==> src/rtl/kmap_pkg.sv <==
// -----------------------------------------------------------------------------
// kmap_pkg
// Shared constants for the Karnaugh-map evaluator: default truth tables,
// index widths and the table-select encoding used by the write port.
// -----------------------------------------------------------------------------
package kmap_pkg;

  // Default 4-variable table: f4 = b XNOR d, i.e. minterms 0,2,5,7,8,10,13,15.
  localparam logic [15:0] K4_DEFAULT = 16'hA5A5;
  // Default 5-variable table: f5 = c'.e + a.d'.
  localparam logic [31:0] K5_DEFAULT = 32'h3B3B0A0A;

  localparam int IDX4_W = 4;
  localparam int IDX5_W = 5;

  localparam logic TBL_SEL_K4 = 1'b0;
  localparam logic TBL_SEL_K5 = 1'b1;

endpackage : kmap_pkg

==> src/rtl/kmap_lut.sv <==
// -----------------------------------------------------------------------------
// kmap_lut
// One N-variable truth-table lookup: a 2^N-bit table register with a write
// port and a registered output bit.
//
// Ports:
//   clk    in        rising-edge clock
//   rst_n  in        async active-low reset; table -> INIT, output -> 0
//   idx    in  [N]   map index, MSB = first variable
//   we     in        table write strobe
//   wdata  in  [2^N] new table contents
//   q      out       registered table[idx]
// -----------------------------------------------------------------------------
module kmap_lut #(
  parameter int                N    = 4,
  parameter logic [2**N-1:0]   INIT = '0
) (
  input  logic              clk,
  input  logic              rst_n,
  input  logic [N-1:0]      idx,
  input  logic              we,
  input  logic [2**N-1:0]   wdata,
  output logic              q
);

  logic [2**N-1:0] tbl_d, tbl_q;
  logic            out_d, out_q;

  always_comb begin
    // NOTE: every signal gets a default first so no path leaves it unassigned,
    // which would otherwise infer a latch.
    tbl_d = tbl_q;
    if (we) begin
      tbl_d = wdata;
    end
    // The lookup reads the current (old) table, so a write on the same edge
    // only affects the sample taken at the following edge.
    out_d = tbl_q[idx];
  end

  // NOTE: the table is a small register bank, not a RAM, so it is reset like
  // any other flop; that is what restores the default function on rst_n.
  always_ff @(posedge clk or negedge rst_n) begin
    if (!rst_n) begin
      tbl_q <= INIT;
      out_q <= 1'b0;
    end else begin
      // NOTE: non-blocking assignments so every flop samples pre-edge values.
      tbl_q <= tbl_d;
      out_q <= out_d;
    end
  end

  assign q = out_q;

endmodule : kmap_lut

==> src/rtl/kmap_eval.sv <==
// -----------------------------------------------------------------------------
// kmap_eval
// Registered Karnaugh-map evaluator holding a 4-variable function (f4) and a
// 5-variable function (f5) side by side. Both are table-driven, reset to
// default tables and rewritable at run time. One cycle of latency.
//
// Ports:
//   clk, rst_n       clock / async active-low reset
//   a,b,c,d          map variables, a = MSB
//   e                5th variable, f5 only, LSB of the 5-var index
//   tbl_we           table write strobe (one cycle)
//   tbl_sel          0 = 4-var table, 1 = 5-var table
//   tbl_wdata [32]   new table; only [15:0] used for the 4-var table
//   f4, f5           registered map results
//   valid            high from the first edge after reset release
// -----------------------------------------------------------------------------
module kmap_eval
  import kmap_pkg::*;
#(
  parameter logic [15:0] K4_INIT = K4_DEFAULT,
  parameter logic [31:0] K5_INIT = K5_DEFAULT
) (
  input  logic        clk,
  input  logic        rst_n,
  input  logic        a,
  input  logic        b,
  input  logic        c,
  input  logic        d,
  input  logic        e,
  input  logic        tbl_we,
  input  logic        tbl_sel,
  input  logic [31:0] tbl_wdata,
  output logic        f4,
  output logic        f5,
  output logic        valid
);

  logic [IDX4_W-1:0] idx4;
  logic [IDX5_W-1:0] idx5;
  logic              we4, we5;
  logic              valid_d, valid_q;

  always_comb begin
    idx4    = {a, b, c, d};
    idx5    = {a, b, c, d, e};
    // Exactly one table is targeted per write.
    we4     = tbl_we && (tbl_sel == TBL_SEL_K4);
    we5     = tbl_we && (tbl_sel == TBL_SEL_K5);
    valid_d = 1'b1;
  end

  kmap_lut #(
    .N    (IDX4_W),
    .INIT (K4_INIT)
  ) u_lut4 (
    .clk   (clk),
    .rst_n (rst_n),
    .idx   (idx4),
    .we    (we4),
    .wdata (tbl_wdata[15:0]),
    .q     (f4)
  );

  kmap_lut #(
    .N    (IDX5_W),
    .INIT (K5_INIT)
  ) u_lut5 (
    .clk   (clk),
    .rst_n (rst_n),
    .idx   (idx5),
    .we    (we5),
    .wdata (tbl_wdata),
    .q     (f5)
  );

  always_ff @(posedge clk or negedge rst_n) begin
    if (!rst_n) begin
      valid_q <= 1'b0;
    end else begin
      valid_q <= valid_d;
    end
  end

  assign valid = valid_q;

endmodule : kmap_eval

==> config.mk <==
export PLATFORM = sky130hd
export DESIGN_NAME = kmap_eval
export DESIGN_NICKNAME = d
export VERILOG_FILES = /design/src/rtl/kmap_pkg.sv /design/src/rtl/kmap_lut.sv /design/src/rtl/kmap_eval.sv
export SDC_FILE = /design/constraint.sdc
export NUM_CORES = 1
export LEC_CHECK = 0
export ABC_AREA = 1
export CORE_AREA = 5 5 75 77
export DETAILED_ROUTE_END_ITERATION = 16
export DIE_AREA = 0 0 80 82
export PLACE_DENSITY = 0.85
export SLEW_MARGIN = 20
export SYNTH_ARGS = -nofsm -noshare
export SYNTH_HDL_FRONTEND = slang
export SYNTH_SLANG_ARGS = --single-unit
==> constraint.sdc <==
create_clock -name clk -period 1.2 [get_ports clk]
set_input_delay 0.12 -clock clk [delete_from_list [all_inputs] [get_ports clk]]
set_output_delay 0.12 -clock clk [all_outputs]
set_load 0.005 [all_outputs]
# Word-level counts from Yosys, hierarchy flattened
# Cells that the tools add are included.
[word_totals]
n_memories = 0
ramBits = 0
reg_bits = 51
mem_bits_ro = 0
latchBits = 0
word_cells = 14
[op_classes]
div_mod_pow = 0
mul = 0
n_shift = 0
n_mux = 4
eq_ne = 0
bitwise_logic = 1
n_addsub = 0
n_reduce_logical = 2
n_lt_le_gt_ge = 2
[ops]
columns = ["op", "count"]
rows = [
  ["$lt A5 B6 Y1 const B", 1],
  ["$bmux W1 S5", 1],
  ["$lt A4 B5 Y1 const B", 1],
  ["$bmux W1 S4", 1],
  ["$logic_and A1 B1 Y1", 2],
  ["$mux W1", 2],
  ["$not A1 Y1", 1],
]

# Longest topological paths before layout
# Gate-level depths: netlist of the first run.
[depth]
word_depth = 2
depth_mapped = 11
ltp_nobuf = 9

# Modules after synthesis
# From an unflattened synthesis of the first run, not the netlist that was laid out.
[hier_totals]
cells_unflattened = 257
hier_area_um2 = 2494.9
[modules_own_cells]
columns = ["mod", "cells_each", "area_per_inst_um2", "instances", "seq_area_each_um2"]
rows = [
  ["kmap_lut at u_lut5", 147, 1605.3, 1, 843.3],
  ["kmap_lut at u_lut4", 104, 843.3, 1, 435.4],
  ["kmap_eval", 6, 46.3, 1, 25.0],
]

# Worst setup path before layout of the first run
# Ideal clock, no wire load.
[synth_timing]
path_type = "flip-flop to flip-flop"
startpoint = "reg u_lut5.tbl_q[21]"
endpoint = "reg u_lut5.out_q, in the netlist u_lut5.q"
setup_ns = 0.065
arrival_ns = 0.917
path_buffers = 0
period_less_slack_ns = 0.982
slack_ns = 0.218
stages_incl_launch_ff = 9
path_cell_list = "dfstp_2 > nand2_1 > nand3_1 > nand3_1 > nand2_1 > nand2_1 > nand2_1 > nand2_1 > nand2_1"
[synth_between]
elab_chain_cells = 2
[synth_rtl]
columns = ["element", "line", "rtl"]
rows = [
  ["from (decl)", "kmap_lut.sv:26", "logic [2**N-1:0] tbl_d, tbl_q;"],
  ["from (signal assigned)", "kmap_lut.sv:49", "tbl_q <= tbl_d;"],
  ["$bmux W1 S5", "kmap_lut.sv:38", "out_d = tbl_q[idx];"],
  ["$mux W1 (implied by the code)", "kmap_lut.sv:38", ""],
  ["net u_lut5.out_d", "kmap_lut.sv:27", "logic out_d, out_q;"],
  ["to (signal assigned)", "kmap_lut.sv:50", "out_q <= out_d;"],
  ["to (decl)", "kmap_lut.sv:27", ""],
]
# The timed path passes the listed nets, and every way through them passes these cells. The select of a mux whose other input is x is not followed.
# A chain may end at the register's enable or synchronous reset.

# Final worst setup path of the first run
[layout_timing]
startpoint = "reg u_lut4.tbl_q[10]"
endpoint = "reg u_lut4.out_q, in the netlist u_lut4.q"
[layout_between]
elab_chain_cells = 2
[layout_rtl]
columns = ["element", "line"]
rows = [
  ["from (decl)", "kmap_lut.sv:26"],
  ["from (signal assigned)", "kmap_lut.sv:49"],
  ["$bmux W1 S4", "kmap_lut.sv:38"],
  ["$mux W1 (implied by the code)", "kmap_lut.sv:38"],
  ["net u_lut4.out_d", "kmap_lut.sv:27"],
  ["to (signal assigned)", "kmap_lut.sv:50"],
  ["to (decl)", "kmap_lut.sv:27"],
]
# The timed path passes the listed nets, and every way through them passes these cells. The select of a mux whose other input is x is not followed.

==> results of run 1 <==
## cell families after synthesis
| logic type | count (synthesis) |
|---|---|
| AND/OR/NAND/NOR | 118 |
| flip-flops | 51 |
| AO/OA/AOI/OAI | 44 |
| buffers and inverters | 37 |
| multiplexers | 16 |
| other | 1 |
## path summary, 6_finish.rpt
check,slack [ps],cells after the start,end,from
setup / recovery,100,4,u_lut4.q,u_lut4.tbl_q[10]
hold / removal,260,2,u_lut5.tbl_q[30],rst_n
setup reg to reg,100,4,u_lut4.q,u_lut4.tbl_q[10]
hold reg to reg,480,2,u_lut4.tbl_q[10],u_lut4.tbl_q[10]
max in group asynchronous,360,3,u_lut4.tbl_q[0],rst_n
min in group clk,340,3,u_lut4.tbl_q[7],tbl_wdata[7]
## sequential cells by signal, indices dropped and copies added, names as in the netlist
signal        count
valid             1
u_lut5.tbl_q     32
u_lut4.tbl_q     16
u_lut5.q          1
u_lut4.q          1
## cell usage in the layout (no fill, tap or decap), types with 3 or more instances in the layout
cell	n
nand2_1	76
o21ai_1	37
clkdlybuf4s50_1	36
dfrtp_1	29
nand3_1	25
dfstp_2	22
inv_1	20
mux2_1	16
nor2_1	10
buf_4	10
clkbuf_8	5
o211ai_1	4
nand2_2	4
dlygate4sd2_1	4
buf_12	4
o21ai_0	3
## final cells by class
type / count / area share, %
clock buffer: 7 / 2.459
clock inverter: 1 / 0.9674
inverter: 22 / 3.063
multi-input combinational: 179 / 29.30
sequential: 51 / 42.00
tap: 70 / 2.821
timing repair buffer: 59 / 19.39
## through the flow
stage / utilization (%) / total power, uW / cells / setup TNS (ps)
after floorplan: - / 2561 / 267 / 0
after global placement: 60.35 / 2872 / 380 / -1809
after detailed placement: 60.35 / 2905 / 380 / -2530
after CTS: 62.60 / 4052 / 389 / 0
after global routing: 62.78 / 4265 / 389 / -6.529
final: 62.78 / 4025 / 389 / 0
## layer usage
metal / routed length [microns] / vias to the layer above / global-route usage (%)
li1: - / 963 / -
met1: 2202 / 947 / 22.09
met2: 2659 / 54 / 29.14
met3: 259 / 14 / 4.386
met4: 152 / 0 / 8.277
met5: 0 / - / 0
## worst max-delay path, cell delays in order, from the launching register on
cell	delay, ps
dfstp_2	540
o21ai_1	80
o211ai_1	230
nand3_1	100
nand2_1	80
## repair_timing
item / 4_1_cts / 5_1_grt
hold buffers: 1 / 0
pin swaps: 0 / 3
setup endpoints to repair: 4 / 2
resized for setup: 4 / 4
endpoints found under the hold margin: 6 / 0
## power by group through the flow
| stage | clock [uW] | combinational (uW) | sequential [uW] |
|---|---|---|---|
| 2_1_floorplan | 0 | 425 | 2140 |
| 3_3_place_gp | 0 | 691 | 2180 |
| 3_5_place_dp | 0 | 723 | 2180 |
| 4_1_cts | 1180 | 719 | 2160 |
| 5_1_grt | 1270 | 810 | 2190 |
| 6_report | 1150 | 711 | 2160 |
==> results.json, run 1 <==
{
  "setup_slack_ps": 99.14,
  "cp_max_fo": 2,
  "num_antenna_cells": 0,
  "synth.area.mux_share_pct": 7.430,
  "grt_first_pass_wirelength_microns": 8983,
  "whs_ps": 259.9,
  "stdcell_area_sq_um": 3104,
  "synth_top_cell_area_share_pct": 29.93,
  "hpwl_microns": 3883,
  "power.density_nw_per_um2": 1297,
  "path_class": "flip-flop to flip-flop",
  "numCtsBuffers": 5,
  "antenna_left": 0,
  "drv_slew": 0,
  "seq_area_sq_um": 1304,
  "synth_edf_count": 0,
  "crit_required_ps": 1430,
  "seqPwrFrac_pct": 53.7,
  "status": "finished clean",
  "ys.flop_type": "dfrtp_1",
  "yosys-top-cells-count": "nand2_1 (76), o21ai_1 (36), dfrtp_1 (29), nand3_1 (25), dfstp_2 (22)",
  "synth_area_sq_um": 2425,
  "critPathArrivalTime_ps": 1330,
  "ys_types": 22,
  "drc_errors": 0,
  "firstDrtPassIters": 4,
  "layout-drive-gt1-share_pct": 16.61,
  "finalClockSkew_ps": 7.405,
  "syn_nets": 308,
  "cts_root_buf": "clkbuf_8",
  "cts_tree": "built",
  "grt_overflow": 0,
  "clkLatencyLatePin_ps": 300,
  "drtIter0Drc": 152,
  "ir_drop_mv": 0.6131,
  "io_pins": 44,
  "async_flop_share_pct": 100.0,
  "timing.final.crit_share_pct": 91.74,
  "h-tree-depth": 2,
  "critPathLaunchType": "flip-flop",
  "port-buffer-count": 43,
  "routed_wl_microns": 5273,
  "combinationalPowerShare_pct": 17.7,
  "synth-warning-count": 0,
  "rows": 26,
  "seq_area_frac_synth_pct": 53.77,
  "setup_violations": 0,
  "track_usage_pct": 17.75,
  "nFillCells": 417,
  "clock_sinks": 51,
  "die_y_microns": 82,
  "clockBufferDepth": 2,
  "vias": 1978,
  "synth.largest_area_cell": "dfrtp_1",
  "p_int_uw": 3013,
  "synth.area.top_cells": "dfrtp_1 (30%), dfstp_2 (24%), nand2_1 (12%)",
  "multi_input_comb_area_sq_um": 909.6,
  "syn_area_per_cell_sq_um": 9.082,
  "hold_viol": 0,
  "path_clk_slew_ps": 90,
  "grt_pass1_vias": 1993,
  "synthSimpleGateAreaFrac_pct": 20.43,
  "netlist_instances": 267,
  "area_growth_pct": 28.02,
  "gp_congestion": 0.8991,
  "p_sw_share_pct": 25.14,
  "rsz0062_at_grt": "true",
  "synthXorXnorAreaFrac_pct": 0,
  "synth_top_family_by_area": "simple AND/OR/NAND/NOR gates",
  "clock.fmax_mhz": 908.4,
  "synth_compound_area_share_pct": 9.494,
  "min_path_type": "input port to asynchronous set/reset pin",
  "end_kind": "flip-flop",
  "nets": 359,
  "viasPerCell": 5.085,
  "antenna_found_initial": 0,
  "coreArea_sq_um": 4945,
  "p_leak_uw": 0.001442,
  "die_w_microns": 80,
  "wire_per_inst_microns": 13.56,
  "dp_slack_ps": -284.2,
  "maxCapViolations": 0,
  "period_minus_slack_ps": 1101,
  "start_util_pct": 49.04,
  "switching_power_uw": 1012,
  "synth_fa_ha_area_share_pct": 0,
  "ys_ff_latch": 51,
  "cts_setup_buffers": 0,
  "dieArea_sq_um": 6560,
  "clockPowerShare_pct": 28.7,
  "yosysMostFrequentCell": "nand2_1",
  "place_area_sq_um": 2984,
  "grt_max_degree": 38
}
(Power assumes the default switching activity.)
==> run 2: changes to the inputs <==
==> constraint.sdc (replaced) <==
create_clock -name clk -period 1.2 [get_ports clk]
set_input_delay 0.12 -clock clk [delete_from_list [all_inputs] [get_ports clk]]
set_output_delay 0.12 -clock clk [all_outputs]
set_load 0.05 [all_outputs]
==> results.json, run 2 (synthesis results as in run 1) <==
{
  "status": "finished clean",
  "nets": 358,
  "cp_cell_sequence": "clkdlybuf4s50_1 > buf_4 > o21ai_0 > o211ai_1 > nand3_1 > nand2_1",
  "num_antenna_cells": 0,
  "regMostFlops": "u_lut5.tbl_q",
  "coreArea_sq_um": 4945,
  "layout_commonest_cell": "nand2_1",
  "vias": 1959,
  "grtUsageMet1_pct": 22.04,
  "clockBufferDepth": 2,
  "clkLatencyLatePin_ps": 300,
  "p_total_uw": 3866,
  "h-tree-depth": 2,
  "start_util_pct": 49.04,
  "drc_errors": 0,
  "grt_overflow": 0,
  "slowest_delay_ps": 560,
  "critPathLaunchType": "input port",
  "wire_per_inst_microns": 13.23,
  "track_usage_pct": 16.91,
  "cts_root_buf": "clkbuf_8",
  "port-buffer-count": 43,
  "antenna_left": 0,
  "cp_max_fo": 7,
  "path_clk_slew_ps": 90,
  "fin_tns_setup_ps": 0,
  "ir_drop_mv": 0.5662,
  "rows": 26,
  "final_cell_mix": "nand2_1 (76), clkdlybuf4s50_1 (37), o21ai_1 (36)",
  "busiest_layer": "met2",
  "layout-drive-gt1-share_pct": 17.03,
  "die_w_microns": 80,
  "clock.fmax_mhz": 910.6,
  "cpMaxStageDelayCell": "clkdlybuf4s50_1",
  "critPathArrivalTime_ps": 1340,
  "end_kind": "flip-flop",
  "grt_first_pass_wirelength_microns": 8638,
  "maxCapViolations": 0,
  "finalClockSkew_ps": 10.50,
  "grt_pass1_vias": 1883,
  "drtIter0Drc": 159,
  "area_growth_pct": 27.76,
  "die_y_microns": 82,
  "gp_congestion": 0.9205,
  "use_met3_pct": 3.509,
  "largest_reg_flops": 32,
  "routed_wl_microns": 5119,
  "power.density_nw_per_um2": 1248,
  "rsz0062_at_grt": "true",
  "numCtsBuffers": 5,
  "dieArea_sq_um": 6560,
  "hpwl_microns": 3798,
  "firstDrtPassIters": 4,
  "viasPerCell": 5.062,
  "setup_violations": 0,
  "grt_max_degree": 38,
  "path_class": "input port to flip-flop",
  "whs_ps": 244.3,
  "io_pins": 44,
  "cts_tree": "built",
  "hold_viol": 0,
  "min_path_type": "input port to asynchronous set/reset pin",
  "timing.final.crit_share_pct": 91.52,
  "biggestRegsByFlops": "u_lut5.tbl_q x32, u_lut4.tbl_q x16",
  "period_minus_slack_ps": 1098,
  "drv_slew": 0,
  "antenna_found_initial": 0,
  "clock_sinks": 51,
  "grt_use_met2_pct": 27.98,
  "p_leak_uw": 0.001424,
  "crit_required_ps": 1440
}
[run 2: worst paths after layout]
check                                    to  cells past startpoint        startpoint  slack (ps)
min                                   valid                      2             rst_n         240
min reg2reg                u_lut4.tbl_q[10]                      2  u_lut4.tbl_q[10]         480
max reg2reg                        u_lut4.q                      6   u_lut4.tbl_q[5]         110
min in group clk            u_lut4.tbl_q[7]                      3      tbl_wdata[7]         360
max in group asynchronous   u_lut4.tbl_q[5]                      3             rst_n         370
max                                u_lut4.q                      6                 c         100
[run 2: timing repair]
item / CTS / global route
buffers inserted: 0 / 0
hold buffers: 1 / 0
resized for setup: 1 / 2
setup endpoints to repair: 1 / 2
hold endpoints to repair: 6 / 0
[run 2: report_power, final]
| part | switching, uW | internal (uW) | total (uW) |
|---|---|---|---|
| logic | 376 | 400 | 776 |
| registers | 150 | 2020 | 2170 |
| clock network | 518 | 402 | 920 |
[run 2: per-stage QoR]
stage          cells  util [%]  setup slack, ps  area [sq um]
2_1_floorplan    267         -            217.9          2425
3_3_place_gp     379     60.80           -259.5          3007
3_5_place_dp     379     60.80           -271.4          3007
4_1_cts          387     62.53            93.47          3092
5_1_grt          387     62.65           -12.05          3098
6_report         387     62.65            101.8          3098
[run 2: critical path, delay by kind of cell]
kind	cells	cell delay (ps)
AOI/OAI and AO/OA	2	270
and+or+nand+nor	2	210
buffers and inverters	2	740
[run 2: cell type report]
class                           instances  area [sq um]
Clock buffer                            7         76.32
Fill cell                             429          1847
Inverter                               22         95.09
Multi-Input combinational cell        179         909.6
Sequential cell                        51          1304
Tap cell                               70         87.58
Timing Repair Buffer                   58         625.6
[run 2: per-layer routing]
metal  part of all wire, %  wire length [microns]  up-vias
met4                   2.0                    100        0
li1                      -                      -      959
met5                     0                      0        -
met1                    43                   2181      926
met3                   5.5                    283       10
met2                    50                   2553       64
